--- src/rtl/ntt_stage_sched_pkg.sv ---
// Shared types and default sizing for the NTT stage scheduler.
// The defaults are reused by the address/RAM logic and the butterfly unit.
package ntt_stage_sched_pkg;

    localparam int DEFAULT_RING_LOG2 = 8;
    localparam int DEFAULT_BFU_LAT   = 4;

    typedef enum logic [1:0] {
        ST_IDLE  = 2'd0,
        ST_ISSUE = 2'd1,
        ST_DRAIN = 2'd2,
        ST_DONE  = 2'd3
    } state_t;

endpackage

--- src/rtl/ntt_stage_sched_if.sv ---
// Control/address bundle between the NTT scheduler and the datapath that consumes it.
// The master drives start/hold; the slave (scheduler) drives everything else.
interface ntt_stage_sched_if
    import ntt_stage_sched_pkg::*;
#(
    parameter int RING_LOG2 = DEFAULT_RING_LOG2
);
    logic                 start;
    logic                 hold;
    logic                 busy;
    logic                 done;
    logic [RING_LOG2-1:0] stage;
    logic                 rd_en;
    logic [RING_LOG2-1:0] rd_addr_0;
    logic [RING_LOG2-1:0] rd_addr_1;
    logic [RING_LOG2-1:0] tw_addr;
    logic                 rd_bank;
    logic                 wr_en;
    logic [RING_LOG2-1:0] wr_addr_0;
    logic [RING_LOG2-1:0] wr_addr_1;
    logic                 wr_bank;
    logic                 result_bank;

    modport master (
        output start, hold,
        input  busy, done, stage, rd_en, rd_addr_0, rd_addr_1, tw_addr, rd_bank,
        input  wr_en, wr_addr_0, wr_addr_1, wr_bank, result_bank
    );

    modport slave (
        input  start, hold,
        output busy, done, stage, rd_en, rd_addr_0, rd_addr_1, tw_addr, rd_bank,
        output wr_en, wr_addr_0, wr_addr_1, wr_bank, result_bank
    );
endinterface

--- src/rtl/ntt_wb_delay.sv ---
// Fixed-depth shift pipe carrying a valid bit plus payload; clearable by reset, never stalls.
module ntt_wb_delay #(
    parameter int DEPTH = 4,
    parameter int WIDTH = 16
) (
    input  logic             clk,
    input  logic             reset,
    input  logic             valid_i,
    input  logic [WIDTH-1:0] data_i,
    output logic             valid_o,
    output logic [WIDTH-1:0] data_o
);

    logic [WIDTH:0] pipe_q [DEPTH];

    for (genvar gi = 0; gi < DEPTH; gi++) begin : g_pipe
        logic [WIDTH:0] pipe_d;
        if (gi == 0) begin : g_head
            assign pipe_d = {valid_i, data_i};
        end else begin : g_tail
            assign pipe_d = pipe_q[gi-1];
        end

        always_ff @(posedge clk) begin
            if (reset) begin
                pipe_q[gi] <= '0;
            end else begin
                pipe_q[gi] <= pipe_d;
            end
        end
    end

    assign {valid_o, data_o} = pipe_q[DEPTH-1];

endmodule

--- src/rtl/ntt_stage_sched.sv ---
// Stage sequencer for the in-place Cooley-Tukey NTT: issues butterfly reads stage by
// stage, delays write-back addresses through the BFU latency and drains between stages.
module ntt_stage_sched
    import ntt_stage_sched_pkg::*;
#(
    parameter int RING_LOG2 = DEFAULT_RING_LOG2,
    parameter int BFU_LAT   = DEFAULT_BFU_LAT
) (
    input  logic              clk,
    input  logic              reset,
    ntt_stage_sched_if.slave  bus
);

    localparam int R  = RING_LOG2;
    localparam int DW = (BFU_LAT > 1) ? $clog2(BFU_LAT) : 1;

    localparam logic [R-1:0]  ONE         = R'(1);
    localparam logic [R-1:0]  HALF0       = ONE << (R - 1);
    localparam logic [R-1:0]  LAST_BFLY   = HALF0 - ONE;
    localparam logic [R-1:0]  FINAL_STAGE = R'(R - 1);
    localparam logic [DW-1:0] DRAIN_LAST  = DW'(BFU_LAT - 1);
    localparam logic          RESULT_BANK = 1'(RING_LOG2 % 2);

    state_t        state_q;
    logic [R-1:0]  stage_q;
    logic [R-1:0]  cnt_q;
    logic [R-1:0]  o_q;
    logic [R-1:0]  base_q;
    logic [R-1:0]  half_q;
    logic [R-1:0]  tw_q;
    logic [R-1:0]  tw_base_q;
    logic [DW-1:0] drain_q;
    logic          rd_bank_q;
    logic          busy_q;
    logic          done_q;
    logic          result_bank_q;

    logic          issue;
    logic          o_wrap;
    logic [R-1:0]  o_inc;
    logic [R-1:0]  o_d;
    logic [R-1:0]  base_d;
    logic [R-1:0]  tw_d;
    logic [R-1:0]  rd_addr_0_w;
    logic [R-1:0]  rd_addr_1_w;
    logic          wb_valid;
    logic [2*R-1:0] wb_data;

    // base_q tracks g*2*half so addresses need only adds; the tw index advances with g.
    assign issue       = (state_q == ST_ISSUE) && !bus.hold;
    assign o_inc       = o_q + ONE;
    assign o_wrap      = (o_inc == half_q);
    assign o_d         = o_wrap ? '0 : o_inc;
    assign base_d      = o_wrap ? base_q + (half_q << 1) : base_q;
    assign tw_d        = o_wrap ? tw_q + ONE : tw_q;
    assign rd_addr_0_w = base_q + o_q;
    assign rd_addr_1_w = base_q + o_q + half_q;

    always_ff @(posedge clk) begin
        if (reset) begin
            state_q       <= ST_IDLE;
            stage_q       <= '0;
            cnt_q         <= '0;
            o_q           <= '0;
            base_q        <= '0;
            half_q        <= '0;
            tw_q          <= '0;
            tw_base_q     <= '0;
            drain_q       <= '0;
            rd_bank_q     <= 1'b0;
            busy_q        <= 1'b0;
            done_q        <= 1'b0;
            result_bank_q <= 1'b0;
        end else begin
            case (state_q)
                ST_IDLE: begin
                    if (bus.start) begin
                        state_q       <= ST_ISSUE;
                        stage_q       <= '0;
                        cnt_q         <= '0;
                        o_q           <= '0;
                        base_q        <= '0;
                        half_q        <= HALF0;
                        tw_q          <= ONE;
                        tw_base_q     <= ONE;
                        rd_bank_q     <= 1'b0;
                        busy_q        <= 1'b1;
                        result_bank_q <= 1'b0;
                    end
                end
                ST_ISSUE: begin
                    if (!bus.hold) begin
                        o_q    <= o_d;
                        base_q <= base_d;
                        tw_q   <= tw_d;
                        cnt_q  <= cnt_q + ONE;
                        if (cnt_q == LAST_BFLY) begin
                            state_q <= ST_DRAIN;
                            drain_q <= DRAIN_LAST;
                        end
                    end
                end
                ST_DRAIN: begin
                    // drain_q reaching zero marks the cycle carrying the stage's last write.
                    if (drain_q == '0) begin
                        if (stage_q == FINAL_STAGE) begin
                            state_q       <= ST_DONE;
                            busy_q        <= 1'b0;
                            done_q        <= 1'b1;
                            result_bank_q <= RESULT_BANK;
                        end else begin
                            state_q   <= ST_ISSUE;
                            stage_q   <= stage_q + ONE;
                            rd_bank_q <= ~rd_bank_q;
                            cnt_q     <= '0;
                            o_q       <= '0;
                            base_q    <= '0;
                            half_q    <= half_q >> 1;
                            tw_q      <= tw_base_q << 1;
                            tw_base_q <= tw_base_q << 1;
                        end
                    end else begin
                        drain_q <= drain_q - 1'b1;
                    end
                end
                ST_DONE: begin
                    done_q  <= 1'b0;
                    state_q <= ST_IDLE;
                end
                default: state_q <= ST_IDLE;
            endcase
        end
    end

    ntt_wb_delay #(
        .DEPTH (BFU_LAT),
        .WIDTH (2 * R)
    ) u_wb_delay (
        .clk     (clk),
        .reset   (reset),
        .valid_i (issue),
        .data_i  ({rd_addr_0_w, rd_addr_1_w}),
        .valid_o (wb_valid),
        .data_o  (wb_data)
    );

    assign bus.busy        = busy_q;
    assign bus.done        = done_q;
    assign bus.stage       = stage_q;
    assign bus.rd_en       = issue;
    assign bus.rd_addr_0   = rd_addr_0_w;
    assign bus.rd_addr_1   = rd_addr_1_w;
    assign bus.tw_addr     = tw_q;
    assign bus.rd_bank     = rd_bank_q;
    assign bus.wr_en       = wb_valid;
    assign bus.wr_addr_0   = wb_data[2*R-1:R];
    assign bus.wr_addr_1   = wb_data[R-1:0];
    assign bus.wr_bank     = ~rd_bank_q;
    assign bus.result_bank = result_bank_q;

endmodule

--- src/flat_wrapper.sv ---
// flat-port wrapper written by rule: the top's interface ports become plain ports
module ntt_stage_sched_flat import ntt_stage_sched_pkg::*;
#(
    parameter int RING_LOG2 = DEFAULT_RING_LOG2,
    parameter int BFU_LAT   = DEFAULT_BFU_LAT
)
  (clk, reset, bus_start, bus_hold, bus_busy, bus_done, bus_stage, bus_rd_en, bus_rd_addr_0, bus_rd_addr_1, bus_tw_addr, bus_rd_bank, bus_wr_en, bus_wr_addr_0, bus_wr_addr_1, bus_wr_bank, bus_result_bank);
  ntt_stage_sched_if #(.RING_LOG2(RING_LOG2)) bus_i ();
  input  logic clk;
  input  logic reset;
  input wire logic [$bits(bus_i.start)-1:0] bus_start;
  input wire logic [$bits(bus_i.hold)-1:0] bus_hold;
  output wire logic [$bits(bus_i.busy)-1:0] bus_busy;
  output wire logic [$bits(bus_i.done)-1:0] bus_done;
  output wire logic [$bits(bus_i.stage)-1:0] bus_stage;
  output wire logic [$bits(bus_i.rd_en)-1:0] bus_rd_en;
  output wire logic [$bits(bus_i.rd_addr_0)-1:0] bus_rd_addr_0;
  output wire logic [$bits(bus_i.rd_addr_1)-1:0] bus_rd_addr_1;
  output wire logic [$bits(bus_i.tw_addr)-1:0] bus_tw_addr;
  output wire logic [$bits(bus_i.rd_bank)-1:0] bus_rd_bank;
  output wire logic [$bits(bus_i.wr_en)-1:0] bus_wr_en;
  output wire logic [$bits(bus_i.wr_addr_0)-1:0] bus_wr_addr_0;
  output wire logic [$bits(bus_i.wr_addr_1)-1:0] bus_wr_addr_1;
  output wire logic [$bits(bus_i.wr_bank)-1:0] bus_wr_bank;
  output wire logic [$bits(bus_i.result_bank)-1:0] bus_result_bank;
  assign bus_i.start = bus_start;
  assign bus_i.hold = bus_hold;
  assign bus_busy = bus_i.busy;
  assign bus_done = bus_i.done;
  assign bus_stage = bus_i.stage;
  assign bus_rd_en = bus_i.rd_en;
  assign bus_rd_addr_0 = bus_i.rd_addr_0;
  assign bus_rd_addr_1 = bus_i.rd_addr_1;
  assign bus_tw_addr = bus_i.tw_addr;
  assign bus_rd_bank = bus_i.rd_bank;
  assign bus_wr_en = bus_i.wr_en;
  assign bus_wr_addr_0 = bus_i.wr_addr_0;
  assign bus_wr_addr_1 = bus_i.wr_addr_1;
  assign bus_wr_bank = bus_i.wr_bank;
  assign bus_result_bank = bus_i.result_bank;
  ntt_stage_sched #(.RING_LOG2(RING_LOG2), .BFU_LAT(BFU_LAT)) u_core (.clk(clk), .reset(reset), .bus(bus_i));
endmodule
--- config.mk ---
export PLATFORM = sky130hd
export DESIGN_NAME = ntt_stage_sched_flat
export DESIGN_NICKNAME = d
export VERILOG_FILES = /design/src/rtl/ntt_stage_sched_pkg.sv /design/src/rtl/ntt_stage_sched_if.sv /design/src/rtl/ntt_wb_delay.sv /design/src/rtl/ntt_stage_sched.sv /design/src/flat_wrapper.sv
export SDC_FILE = /design/constraint.sdc
export NUM_CORES = 1
export LEC_CHECK = 0
export CELL_PAD_IN_SITES_DETAIL_PLACEMENT = 1
export CELL_PAD_IN_SITES_GLOBAL_PLACEMENT = 1
export CORE_MARGIN = 8
export CORE_UTILIZATION = 44
export DETAILED_ROUTE_END_ITERATION = 12
export DONT_BUFFER_PORTS = 1
export PLACE_DENSITY = 0.77
export SLEW_MARGIN = 20
export SYNTH_ARGS = -nofsm -noshare
export SYNTH_HDL_FRONTEND = slang
export SYNTH_SLANG_ARGS = --single-unit
--- constraint.sdc ---
create_clock -name clk -period 2.9 [get_ports clk]
set_input_delay 0.435 -clock clk [delete_from_list [all_inputs] [get_ports clk]]
set_output_delay 0.435 -clock clk [all_outputs]
set_load 0.03 [all_outputs]
==> results_dict.tcl <==
set metrics [dict create \
    ir_worst_vdd_v 0.000518 \
    drive_gt1_frac 0.205 \
    synth_edf_count 0 \
    pre_cts_slack_ps -13.2 \
    synth_area_leaders "dfxtp_1, nor2b_1, ha_1" \
    syn_nets 618 \
    htreeDepth 4 \
    diodes 0 \
    path_max_fanout 5 \
    cpLargestDelayFamily "XOR/XNOR gates" \
    min_period_over_period 1.12 \
    nets 659 \
    area_delta_synth_final_pct 26.7 \
    drv_slew 0 \
    netlist.area_leader.share 0.455 \
    numPortBuffers 0 \
    routedWlPerCell_um 21.3 \
    utilization 0.568 \
    yosys.area.top_type "dfxtp_1" \
    status "finished with violations" \
    crit_chain "ha_4 -> a211oi_2 -> nor2_1 -> or2_4 -> a21oi_4 -> xnor2_4 -> ha_4 -> nor2_4 -> nor2_4 -> o41ai_4 -> xnor3_2" \
    slowest_stage "xnor3_2" \
    placedCellCount 745 \
    worstSetupPathType "reg2out" \
    ys.flop_type "dfxtp_1" \
    grt_antenna_before_repair 0 \
    ios 59 \
    die_area_um2 16000 \
    syn_area_um2 5360 \
    yosysUniqueCellTypes 58 \
    fin_ws_ps -347 \
    grt_pass1_wl_um 25100 \
    ys_top_cells_by_count "dfxtp_1, nor2b_1, a21oi_1" \
    start_util 0.448 \
    powerDensity_nw_per_um2 786 \
    cts_tree "yes" \
    cts_buffer_depth 2 \
    hp-class "in2reg" \
    clockRootBuffer "clkbuf_16" \
    synth_seq_cells 122 \
    worstMarginPinSlew_ps 734 \
    critPathBufInv 0 \
    core_area_um2 12000 \
    start_kind "register" \
    whs_ps 70.8 \
    violations "setup timing" \
    hpwl_um 10200 \
    drt-initial-drc-count 223 \
    rows 40 \
    vias_per_cell 5.68 \
    netlist_instances 584 \
    power.leakage_nw 2.71 \
    final-setup-viol-count 4 \
    fp.dieW_um 126 \
    yosysMostFrequentCell "dfxtp_1" \
    finalHoldViolations 0 \
    max_slew_margin 0.504 \
    synth_warnings 0 \
    clk_latency_ps 420 \
    cts_buffers 17 \
    clock_skew_ps 12.1 \
    yosysSeqAreaShare 0.455 \
    fin_tns_setup_ps -939 \
    clock.fmax_mhz 308 \
    critical_path_required_ps 2470 \
    drt_first_pass_iters 4 \
    die_h_um 126 \
    grt_use_total 0.201 \
    period_needed_ps 3250 \
    grt_pass1_vias 4691 \
    drc 0 \
    instances_no_fill 785 \
    totalWireLength_um 16700 \
    async_reset_ff_frac 0 \
    maxCapViolCount 0 \
    rsz0062_at_grt "true" \
    grt_max_degree 111 \
    overflow 0 \
    final_antenna_net_count 0 \
    gp_routability_congestion 0.876 \
    worstPathArrival_ps 2810 \
    synth_area_per_cell_um2 9.18 \
    clock_sinks 122 \
    clk_pin_slew_ps 60 \
    max_stage_delay_ps 410 \
    worstSetupEndpointType "output port" \
    dr_total_vias 4456 \
]
power by group:
group	switching, mW	internal (mW)
logic	0.884	0.431
registers	0.0985	1.75
clock network	0.876	1.30
total	1.86	3.48
final cells by class:
class / instances / area, um2
fillers: 1320 / 5170
multi-input cells: 419 / 3110
flip-flops and latches: 122 / 2450
clock buffers: 17 / 425
repair buffers: 49 / 387
well taps: 147 / 184
clock inverters: 15 / 178
inverters: 16 / 60.1
sequential cells by signal, summed over array words and instances (netlist names), 2 cells and up:
signal / count
u_core.drain_q: 2
u_core.base_q: 7
u_core.cnt_q: 8
u_core.bus.tw_addr: 8
u_core.o_q: 8
u_core.state_q: 2
u_core.tw_base_q: 6
u_core.bus.stage: 8
u_core.u_wb_delay.pipe_q: 68
u_core.half_q: 2
worst paths after layout:
| path | from | to | slack, ps | cells past startpoint |
|---|---|---|---|---|
| min reg2reg | u_core.u_wb_delay.pipe_q[2][2]$_SDFF_PP0_ | u_core.u_wb_delay.pipe_q[3][2]$_SDFF_PP0_ | 440 | 1 |
| max reg2reg | u_core.half_q[1]$_SDFFE_PP0P_ | u_core.base_q[7]$_SDFFE_PP0P_ | 70 | 8 |
| max | u_core.o_q[1]$_SDFFE_PP0P_ | bus_rd_addr_1[7] | -350 | 11 |
| min | reset | u_core.o_q[1]$_SDFFE_PP0P_ | 70 | 1 |
cells by family (layout without fill, tap and decap cells):
kind of cell | after synthesis | count (layout) | synth area share
mux | 4 | 4 | 0.00747
compound gates | 111 | 111 | 0.129
xor+xnor | 40 | 40 | 0.0679
buf+inv | 43 | 97 | 0.0348
other cells | 1 | 1 | 0.000699
simple gates | 233 | 233 | 0.232
flops | 122 | 122 | 0.455
fa+ha+maj | 30 | 30 | 0.0728
worst register-to-register path, cell delays in order, from the launching register on:
cell	delay, ps
dfxtp_1	380
buf_4	210
fa_1	510
a211oi_1	540
nor3_1	140
or3b_2	520
a41oi_1	220
o21ai_0	90
a21oi_1	140
placed cells by master, fill, tap and decap left out, types with 7 or more instances in the layout:
cell type / netlist / routed
a21oi_1: 46 / 40
xnor2_1: 19 / 14
dfxtp_1: 122 / 117
ha_4: 0 / 8
nand3_1: 22 / 22
nor2b_1: 68 / 68
nor2_1: 42 / 39
inv_1: 16 / 15
xor2_1: 20 / 18
nand2_1: 38 / 37
ha_1: 28 / 20
nand4_1: 13 / 13
buf_4: 3 / 44
o21ai_0: 23 / 21
clkbuf_16: 0 / 17
nor3_1: 8 / 7
nand2b_1: 15 / 14
metrics by stage:
stage	power (mW)	area (um2)
CTS	5.30	6640
floorplan	2.75	5480
finish	5.34	6790
global placement	3.09	5850
detailed placement	3.12	5850
global route	5.55	6790
repair_timing:
| item | 4_1_cts | 5_1_grt |
|---|---|---|
| resized for setup | 30 | 21 |
| hold buffers | 0 | 0 |
| pin swaps | 18 | 9 |
| buffers inserted | 3 | 6 |
| endpoints found under the setup margin | 4 | 4 |
metal layers:
| metal | track usage | vias up | wire (um) |
|---|---|---|---|
| met2 | 0.355 | 144 | 8730 |
| met1 | 0.206 | 2161 | 6160 |
| met5 | 0 | - | 0 |
| met3 | 0.0603 | 63 | 1050 |
| li1 | - | 2088 | - |
| met4 | 0.121 | 0 | 771 |
(Power assumes the default switching activity.)
